==> config.mk <==
export PLATFORM = sky130hd
export DESIGN_NAME = fwd_scoreboard
export DESIGN_NICKNAME = d
export VERILOG_FILES = /design/src/rtl/fwd_scoreboard.sv
export SDC_FILE = /design/constraint.sdc
export NUM_CORES = 1
export LEC_CHECK = 0
export CAP_MARGIN = 10
export CELL_PAD_IN_SITES_DETAIL_PLACEMENT = 1
export CELL_PAD_IN_SITES_GLOBAL_PLACEMENT = 1
export CORE_ASPECT_RATIO = 1.4
export CORE_UTILIZATION = 35
export CTS_BUF_LIST = sky130_fd_sc_hd__clkbuf_4
export DETAILED_ROUTE_END_ITERATION = 6
export DONT_BUFFER_PORTS = 1
export GPL_ROUTABILITY_DRIVEN = 1
export PLACE_DENSITY_LB_ADDON = 0.1
export SKIP_CTS_REPAIR_TIMING = 1
export SYNTH_ARGS = -nofsm -noshare
export SYNTH_HDL_FRONTEND = slang
export SYNTH_SLANG_ARGS = --single-unit
==> constraint.sdc <==
create_clock -name clk -period 7.84 [get_ports clk]
set_input_delay 1.568 -clock clk [delete_from_list [all_inputs] [get_ports clk]]
set_output_delay 1.568 -clock clk [all_outputs]
set_load 0.005 [all_outputs]
==> src/rtl/fwd_scoreboard.sv <==
// Forwarding select and hazard controller between decode and execute.
// Tracks outstanding long-latency writebacks in a per-register scoreboard.
module fwd_scoreboard #(
    parameter int N_FWD    = 3,
    parameter int REG_W    = 5,
    parameter int MAX_OUT  = 4,
    parameter int CNT_W    = 16,
    parameter int SEL_W    = $clog2(N_FWD + 1),
    parameter int NUM_REGS = 2 ** REG_W,
    parameter int OCW      = $clog2(MAX_OUT + 1)
) (
    input  logic                   clk,
    input  logic                   rst,
    input  logic                   d_valid,
    input  logic [REG_W-1:0]       d_rs1,
    input  logic [REG_W-1:0]       d_rs2,
    input  logic                   d_rs1_used,
    input  logic                   d_rs2_used,
    input  logic [REG_W-1:0]       d_rd,
    input  logic                   d_long,
    input  logic                   flush,
    input  logic [N_FWD-1:0]       stage_wen,
    input  logic [N_FWD*REG_W-1:0] stage_rd,
    input  logic [N_FWD-1:0]       stage_ready,
    input  logic                   cpl_valid,
    input  logic [REG_W-1:0]       cpl_rd,
    output logic                   stall,
    output logic [SEL_W-1:0]       x_rs1_sel,
    output logic [SEL_W-1:0]       x_rs2_sel,
    output logic [NUM_REGS-1:0]    pending,
    output logic [OCW-1:0]         out_cnt,
    output logic [CNT_W-1:0]       stall_cycles,
    output logic                   cpl_err
);

    logic [SEL_W:0]   res1;
    logic [SEL_W:0]   res2;
    logic             waw_haz;
    logic             cap_haz;
    logic             issue;
    logic             cpl_ok;
    logic             long_issue;
    logic [REG_W:0]   pop;

    // Returns {hazard, select}; lowest matching stage (youngest) wins.
    function automatic logic [SEL_W:0] resolve(
        input logic [REG_W-1:0] src,
        input logic             used
    );
        logic             hit;
        logic [SEL_W-1:0] sel;
        logic             haz;
        hit = 1'b0;
        sel = '0;
        haz = 1'b0;
        if (used && src != '0) begin
            for (int k = 0; k < N_FWD; k++) begin
                if (!hit && stage_wen[k] && stage_rd[k*REG_W +: REG_W] == src) begin
                    hit = 1'b1;
                    sel = SEL_W'(k + 1);
                    haz = !stage_ready[k];
                end
            end
            if (!hit) haz = pending[src];
        end
        return {haz, sel};
    endfunction

    always_comb begin
        pop = '0;
        for (int i = 0; i < NUM_REGS; i++) pop = pop + (REG_W+1)'(pending[i]);
    end

    always_comb begin
        res1    = resolve(d_rs1, d_rs1_used);
        res2    = resolve(d_rs2, d_rs2_used);
        waw_haz = d_long && d_rd != '0 && pending[d_rd];
        cap_haz = d_long && out_cnt == OCW'(MAX_OUT);
        stall   = d_valid && !flush &&
                  (res1[SEL_W] || res2[SEL_W] || waw_haz || cap_haz);
        issue   = d_valid && !stall && !flush;
        long_issue = issue && d_long;
        // x0 completions belong to long ops with rd=x0, which hold no pending bit.
        if (cpl_rd != '0)
            cpl_ok = cpl_valid && pending[cpl_rd];
        else
            cpl_ok = cpl_valid && (int'(out_cnt) > int'(pop));
    end

    always_ff @(posedge clk) begin
        if (rst) begin
            x_rs1_sel    <= '0;
            x_rs2_sel    <= '0;
            pending      <= '0;
            out_cnt      <= '0;
            stall_cycles <= '0;
            cpl_err      <= 1'b0;
        end else begin
            x_rs1_sel <= issue ? res1[SEL_W-1:0] : '0;
            x_rs2_sel <= issue ? res2[SEL_W-1:0] : '0;
            if (long_issue && d_rd != '0) pending[d_rd] <= 1'b1;
            if (cpl_ok && cpl_rd != '0) pending[cpl_rd] <= 1'b0;
            if (long_issue && !cpl_ok && out_cnt != OCW'(MAX_OUT))
                out_cnt <= out_cnt + 1'b1;
            else if (!long_issue && cpl_ok && out_cnt != '0)
                out_cnt <= out_cnt - 1'b1;
            if (stall && !(&stall_cycles))
                stall_cycles <= stall_cycles + 1'b1;
            if (cpl_valid && !cpl_ok) cpl_err <= 1'b1;
        end
    end

endmodule
==> results.yml, run 1 <==
status:
  status: "complete, no violations"
synthesis:
  synth_nets: 677
  synth_area_um2: 5380
  synth-main-ff-cell: "dfxtp_1"
  synth_top_area_share_pct: 20.8
  async_reset_ff_share_pct: 0
  synth.largest_area_cell: "dfxtp_1"
  synth-edff-count: 0
  synth_most_common_cell: "inv_1"
  yosys-top-cells-count: "inv_1, dfxtp_1, nor2_1"
  ys_seq_elements: 56
  yosysWarnings: 0
  synth.distinct_cells: 77
  syn_inst: 592
  avgSynthCellArea_um2: 9.08
  yosys-top-cells-area: "dfxtp_1, fa_1, mux4_2"
  seq_area_frac_synth_pct: 20.8
worst_setup_path:
  worstPathMaxFanout: 17
  path_class: "reg -> reg"
  cp.required_ns: 8.22
  reg2reg_slack_ns: 0.73
  startpoint_type: "register"
  end_kind: "register"
  crit_arrival_ns: 7.49
route:
  drt_wl_total_um: 19300
  wire_per_inst_um: 25.8
  dr_total_vias: 4622
  vias_per_cell: 6.17
  postRouteAntennaNets: 0
  first_iter_violations: 239
  dr.pass1.iters: 5
  route.detailed.drc: 0
clock_tree:
  cts_buffers: 5
  cts_sinks: 56
  clock_latency_ns: 0.42
  cts_tree: "built"
  cts_buffer_depth: 2
  clkTransAtPathRegs_ns: 0.19
  cts_max_level: 2
  cts-root-buf: "clkbuf_4"
floorplan:
  die_w_um: 107
  start_util_pct: 35.9
  fp.coreArea_um2: 15000
  ios: 106
  die_h_um: 149
  row_count: 53
  die_area_um2: 15900
timing:
  hold_viol: 0
  rsz0062_at_grt: "no"
  finClkSkew_ns: 0.0201
  fin_crit_sh_pct: 90.6
  worst_pin_slew_ns: 1.04
  slew-limit-headroom_pct: 29.8
  drv_slew: 0
  max_freq_mhz: 141
  finalSetupViolations: 0
  fin_crit_ns: 7.11
  fin_setup_tns_ns: 0
layout:
  final_nets: 640
  fillCellCount: 1777
  drive_above_1_share_pct: 9.89
  final_area_um2: 5430
  area_growth_pct: 1.00
  fin_util_pct: 36.2
  fin_cells: 749
placement:
  dp_hpwl_um: 15000
  placed_cell_area_um2: 5370
  dp_cells: 740
  io_buffers: 0
  place.gp.congestion: 0.878
power_and_ir_drop:
  max-vdd-ir-drop_uv: 56.6
  powerDensity_nw_per_um2: 98.8
  power_leakage_nw: 1.90
global_route:
  use_met1_pct: 28.0
  grtUsageMet3_pct: 3.64
  grt.busiest_layer: "met2"
  grt_max_degree: 57
  use_met2_pct: 45.2
  overflow: 0
  grt_usage_pct: 24.8
  grt_pass1_wl_um: 29400
  grt_pass1_vias: 4966
  antenna_found_initial: 1
run:
  max_cap_violations: 0
min_path:
  hp-class: "reg -> reg"
## worst paths after layout
kind / start / to / depth (start not counted)
worst max-delay path: pending[5] / out_cnt[2] / 22
worst min-delay path: cpl_err / cpl_err / 2
worst max register to register: pending[5] / out_cnt[2] / 22
worst min register to register: cpl_err / cpl_err / 2
## critical path: stages, from the launching register on
cell and delay (ns):
dfxtp_1 0.51, inv_1 0.12, fa_1 0.57, fa_1 0.45
fa_1 0.50, fa_1 0.56, fa_1 0.44, fa_1 0.50
inv_1 0.04, ha_1 0.19, inv_1 0.07, fa_1 0.42
ha_1 0.30, nor2b_1 0.13, o21a_1 0.17, o221ai_1 0.20
o21ai_1 0.12, and3_1 0.36, nand2b_1 0.24, fa_1 0.44
nor3b_1 0.16, mux4_2 0.48, nor2_1 0.08
## where the power goes
| group | total, mW | internal, mW | switching (mW) |
|---|---|---|---|
| registers | 0.293 | 0.288 | 0.00549 |
| clock network | 0.144 | 0.0357 | 0.109 |
| logic | 0.0994 | 0.0447 | 0.0547 |
## through the flow
stage | setup WS [ns] | power [mW] | hold slack [ns]
2_1_floorplan | 1.15 | 0.400 | 0.460
3_3_place_gp | 0.911 | 0.396 | 0.489
3_5_place_dp | 0.756 | 0.399 | 0.491
4_1_cts | 0.656 | 0.545 | 0.536
5_1_grt | 0.357 | 0.564 | 0.563
6_report | 0.733 | 0.537 | 0.528
## sequential cells by signal, indices dropped and copies added, names as in the netlist
register      count
pending          32
stall_cycles     16
out_cnt           3
x_rs1_sel         2
x_rs2_sel         2
cpl_err           1
## area by class of cell
type                       count  area (µm²)  share of cell area, %
clock buffer                   5        37.5                  0.691
tap                          192         240                   4.42
inverter                      60         225                   4.15
sequential                    56        1120                   20.6
timing repair buffer           2        15.0                  0.276
clock inverter                 3        21.3                  0.392
multi-input combinational    430        3770                   69.4
antenna                        1        2.50                 0.0461
## per-layer routing
| metal | wire length (µm) | vias up |
|---|---|---|
| met1 | 7370 | 2349 |
| met2 | 10100 | 156 |
| met3 | 1020 | 34 |
| met4 | 829 | 0 |
| met5 | 0 | - |
| li1 | - | 2083 |
## cells in the final DEF (no fill, tap or decap), drive strengths merged, types with 3 or more instances in the layout
cell type  Yosys  layout
nor4          11      11
o22ai          3       3
a221oi        22      22
nor2b         16      16
ha            11      11
a21oi         17      17
fa            25      25
nor3b         10      10
o21ai         13      13
nor2          32      32
clkbuf        18       5
nand2         23      23
o311ai         3       3
mux2i         22      22
a31oi         10      10
mux4          21      21
and3          15      15
or3            9       9
a211oi        13      13
nand4          8       8
inv           60      61
nand3         34      34
xor2          27      27
o41ai          4       4
dfxtp         56      56
xnor2          6       6
nor4b          3       3
nor3          11      11
mux2          10      10
and2           4       4
a21o           4       4
nand4b         3       3
nand2b         7       7
or2            3       3
## logic make-up after synthesis
logic type | after synthesis | synth area share [%]
buffers and inverters | 106 | 9.07
AO/OA/AOI/OAI | 109 | 16.2
XOR/XNOR | 33 | 5.37
flip-flops | 56 | 20.8
adder cells (fa/ha/maj) | 36 | 11.9
multiplexers | 53 | 15.0
AND/OR/NAND/NOR | 199 | 21.7
(Power assumes the default switching activity.)
==> run 2: changes to the inputs <==
--- a/config.mk
+++ b/config.mk
@@ -15,6 +15,7 @@
 export DONT_BUFFER_PORTS = 1
 export GPL_ROUTABILITY_DRIVEN = 1
 export PLACE_DENSITY_LB_ADDON = 0.1
+export REMOVE_ABC_BUFFERS = 1
 export SKIP_CTS_REPAIR_TIMING = 1
 export SYNTH_ARGS = -nofsm -noshare
 export SYNTH_HDL_FRONTEND = slang
==> constraint.sdc (replaced) <==
create_clock -name clk -period 7.84 [get_ports clk]
set_input_delay 1.568 -clock clk [delete_from_list [all_inputs] [get_ports clk]]
set_output_delay 1.568 -clock clk [all_outputs]
set_load 0.1 [all_outputs]
==> run 2 against run 1 <==
Effect of this change:
- sequential share of layout area decreased by 0.92 points
- count of clock-buffer cells in the layout increased by 1
- register-to-register slack improved by 0.19 ns
- combinational power increased by 24%
- wire length increased by 1.8%
- largest cell class unchanged
==> results.yml, run 2 (synthesis gave the netlist of run 1 again) <==
layout:
  final_common_cell: "inv_1"
  reg_top3: "pending: 32 flops, stall_cycles: 16 flops, out_cnt: 3 flops"
  drive_above_1_share_pct: 14.9
  multi_input_area_um2: 3770
  area_growth_pct: 5.70
  seq_area_um2: 1120
  regMostFlops: "pending"
  final_nets: 674
  largest_register_ffs: 32
  fillCellCount: 1780
  fin_util_pct: 37.9
  layout_common_cells: "inv_1, dfxtp_1, buf_4"
floorplan:
  ios: 106
  row_count: 53
  die_w_um: 107
  die_h_um: 149
  fp.coreArea_um2: 15000
  start_util_pct: 35.9
  die_area_um2: 15900
clock_tree:
  clkTransAtPathRegs_ns: 0.17
  cts_buffers: 5
  cts_max_level: 2
  cts_tree: "built"
  clock_latency_ns: 0.41
  cts_buffer_depth: 2
  cts-root-buf: "clkbuf_4"
  cts_sinks: 56
route:
  dr_total_vias: 4816
  route.detailed.drc: 0
  postRouteAntennaNets: 0
  vias_per_cell: 6.15
  wire_per_inst_um: 25.1
  dr.pass1.iters: 4
  drt_wl_total_um: 19700
  first_iter_violations: 231
power_and_ir_drop:
  power_leakage_nw: 2.08
  max-vdd-ir-drop_uv: 68.9
  powerDensity_nw_per_um2: 98.5
  p_total_uw: 560
placement:
  dp_hpwl_um: 15100
  io_buffers: 0
  place.gp.congestion: 0.844
worst_setup_path:
  end_kind: "register"
  crit_arrival_ns: 7.26
  worstPathMaxFanout: 6
  worstReg2RegStart: "pending[15]"
  cp.required_ns: 8.18
  cp-startpoint: "pending[15]"
  path_class: "reg -> reg"
  startpoint_type: "register"
global_route:
  grt_pass1_wl_um: 31000
  grt_usage_pct: 25.6
  grt_max_degree: 57
  grt_pass1_vias: 5231
  antenna_found_initial: 1
  overflow: 0
timing:
  slew-limit-headroom_pct: 21.8
  drv_slew: 0
  finClkSkew_ns: 0.0274
  fin_crit_ns: 6.92
  rsz0062_at_grt: "no"
  worst_pin_slew_ns: 1.17
  fin_crit_sh_pct: 88.3
  finalSetupViolations: 0
  fin_setup_tns_ns: 0
  max_freq_mhz: 145
  hold_viol: 0
min_path:
  holdCritStartpoint: "pending[0]"
  hp-class: "reg -> reg"
run:
  max_cap_violations: 0
status:
  status: "complete, no violations"
-- run 2: cell types whose count changed in the layout (fill, tap and decap cells not counted), sizes merged --
cell | previous run | this run
buf | 2 | 36
clkbuf | 5 | 6
inv | 61 | 60
-- run 2: worst max-delay path, stage by stage, from the launching register on --
cell,delay (ns)
dfxtp_1,0.34
buf_4,0.32
inv_1,0.15
fa_1,0.52
fa_1,0.44
fa_1,0.47
fa_1,0.55
fa_1,0.44
fa_1,0.49
inv_1,0.05
ha_1,0.19
inv_1,0.07
fa_1,0.41
ha_1,0.30
nor2b_1,0.14
o21a_1,0.16
o221ai_1,0.18
o21ai_1,0.11
and3_1,0.19
nand2b_1,0.16
fa_1,0.45
nor3b_1,0.16
mux4_2,0.48
nor2_1,0.11
-- run 2: layer usage --
metal,routed length (µm),track usage [%]
met1,7470,29.1
met2,10700,48.2
met3,1030,4.16
met4,484,7.88
met5,0,0
-- run 2: layout make-up --
class,instances,area share [%]
Antenna cell,1,0.0440
Timing Repair Buffer,36,4.75
Sequential cell,56,19.7
Clock inverter,2,0.198
Tap cell,192,4.23
Inverter,60,3.96
Clock buffer,6,0.792
Multi-Input combinational cell,430,66.3
-- run 2: path summary, 6_finish.rpt --
kind	endpoint	slack, ns	cells past startpoint
max	out_cnt[2]	0.92	23
min	pending[0]	0.51	2
max reg2reg	out_cnt[2]	0.92	23
min reg2reg	pending[0]	0.51	2
-- run 2: where the power goes --
part / switching (mW) / total [mW] / leakage (nW) / internal [mW]
logic: 0.0751 / 0.123 / 1.60 / 0.0475
registers: 0.00644 / 0.294 / 0.451 / 0.288
clock network: 0.105 / 0.143 / 0.0293 / 0.0378
-- run 2: stage by stage --
step                instance area [µm²]  hold slack [ns]  instances  setup WS, ns
finish                             5680            0.515        783         0.920
CTS                                5680            0.525        782         0.921
detailed placement                 5630            0.502        774         0.978
global route                       5680            0.572        783         0.690
floorplan                          5110            0.911        546         0.511
global placement                   5630            0.487        774          1.11
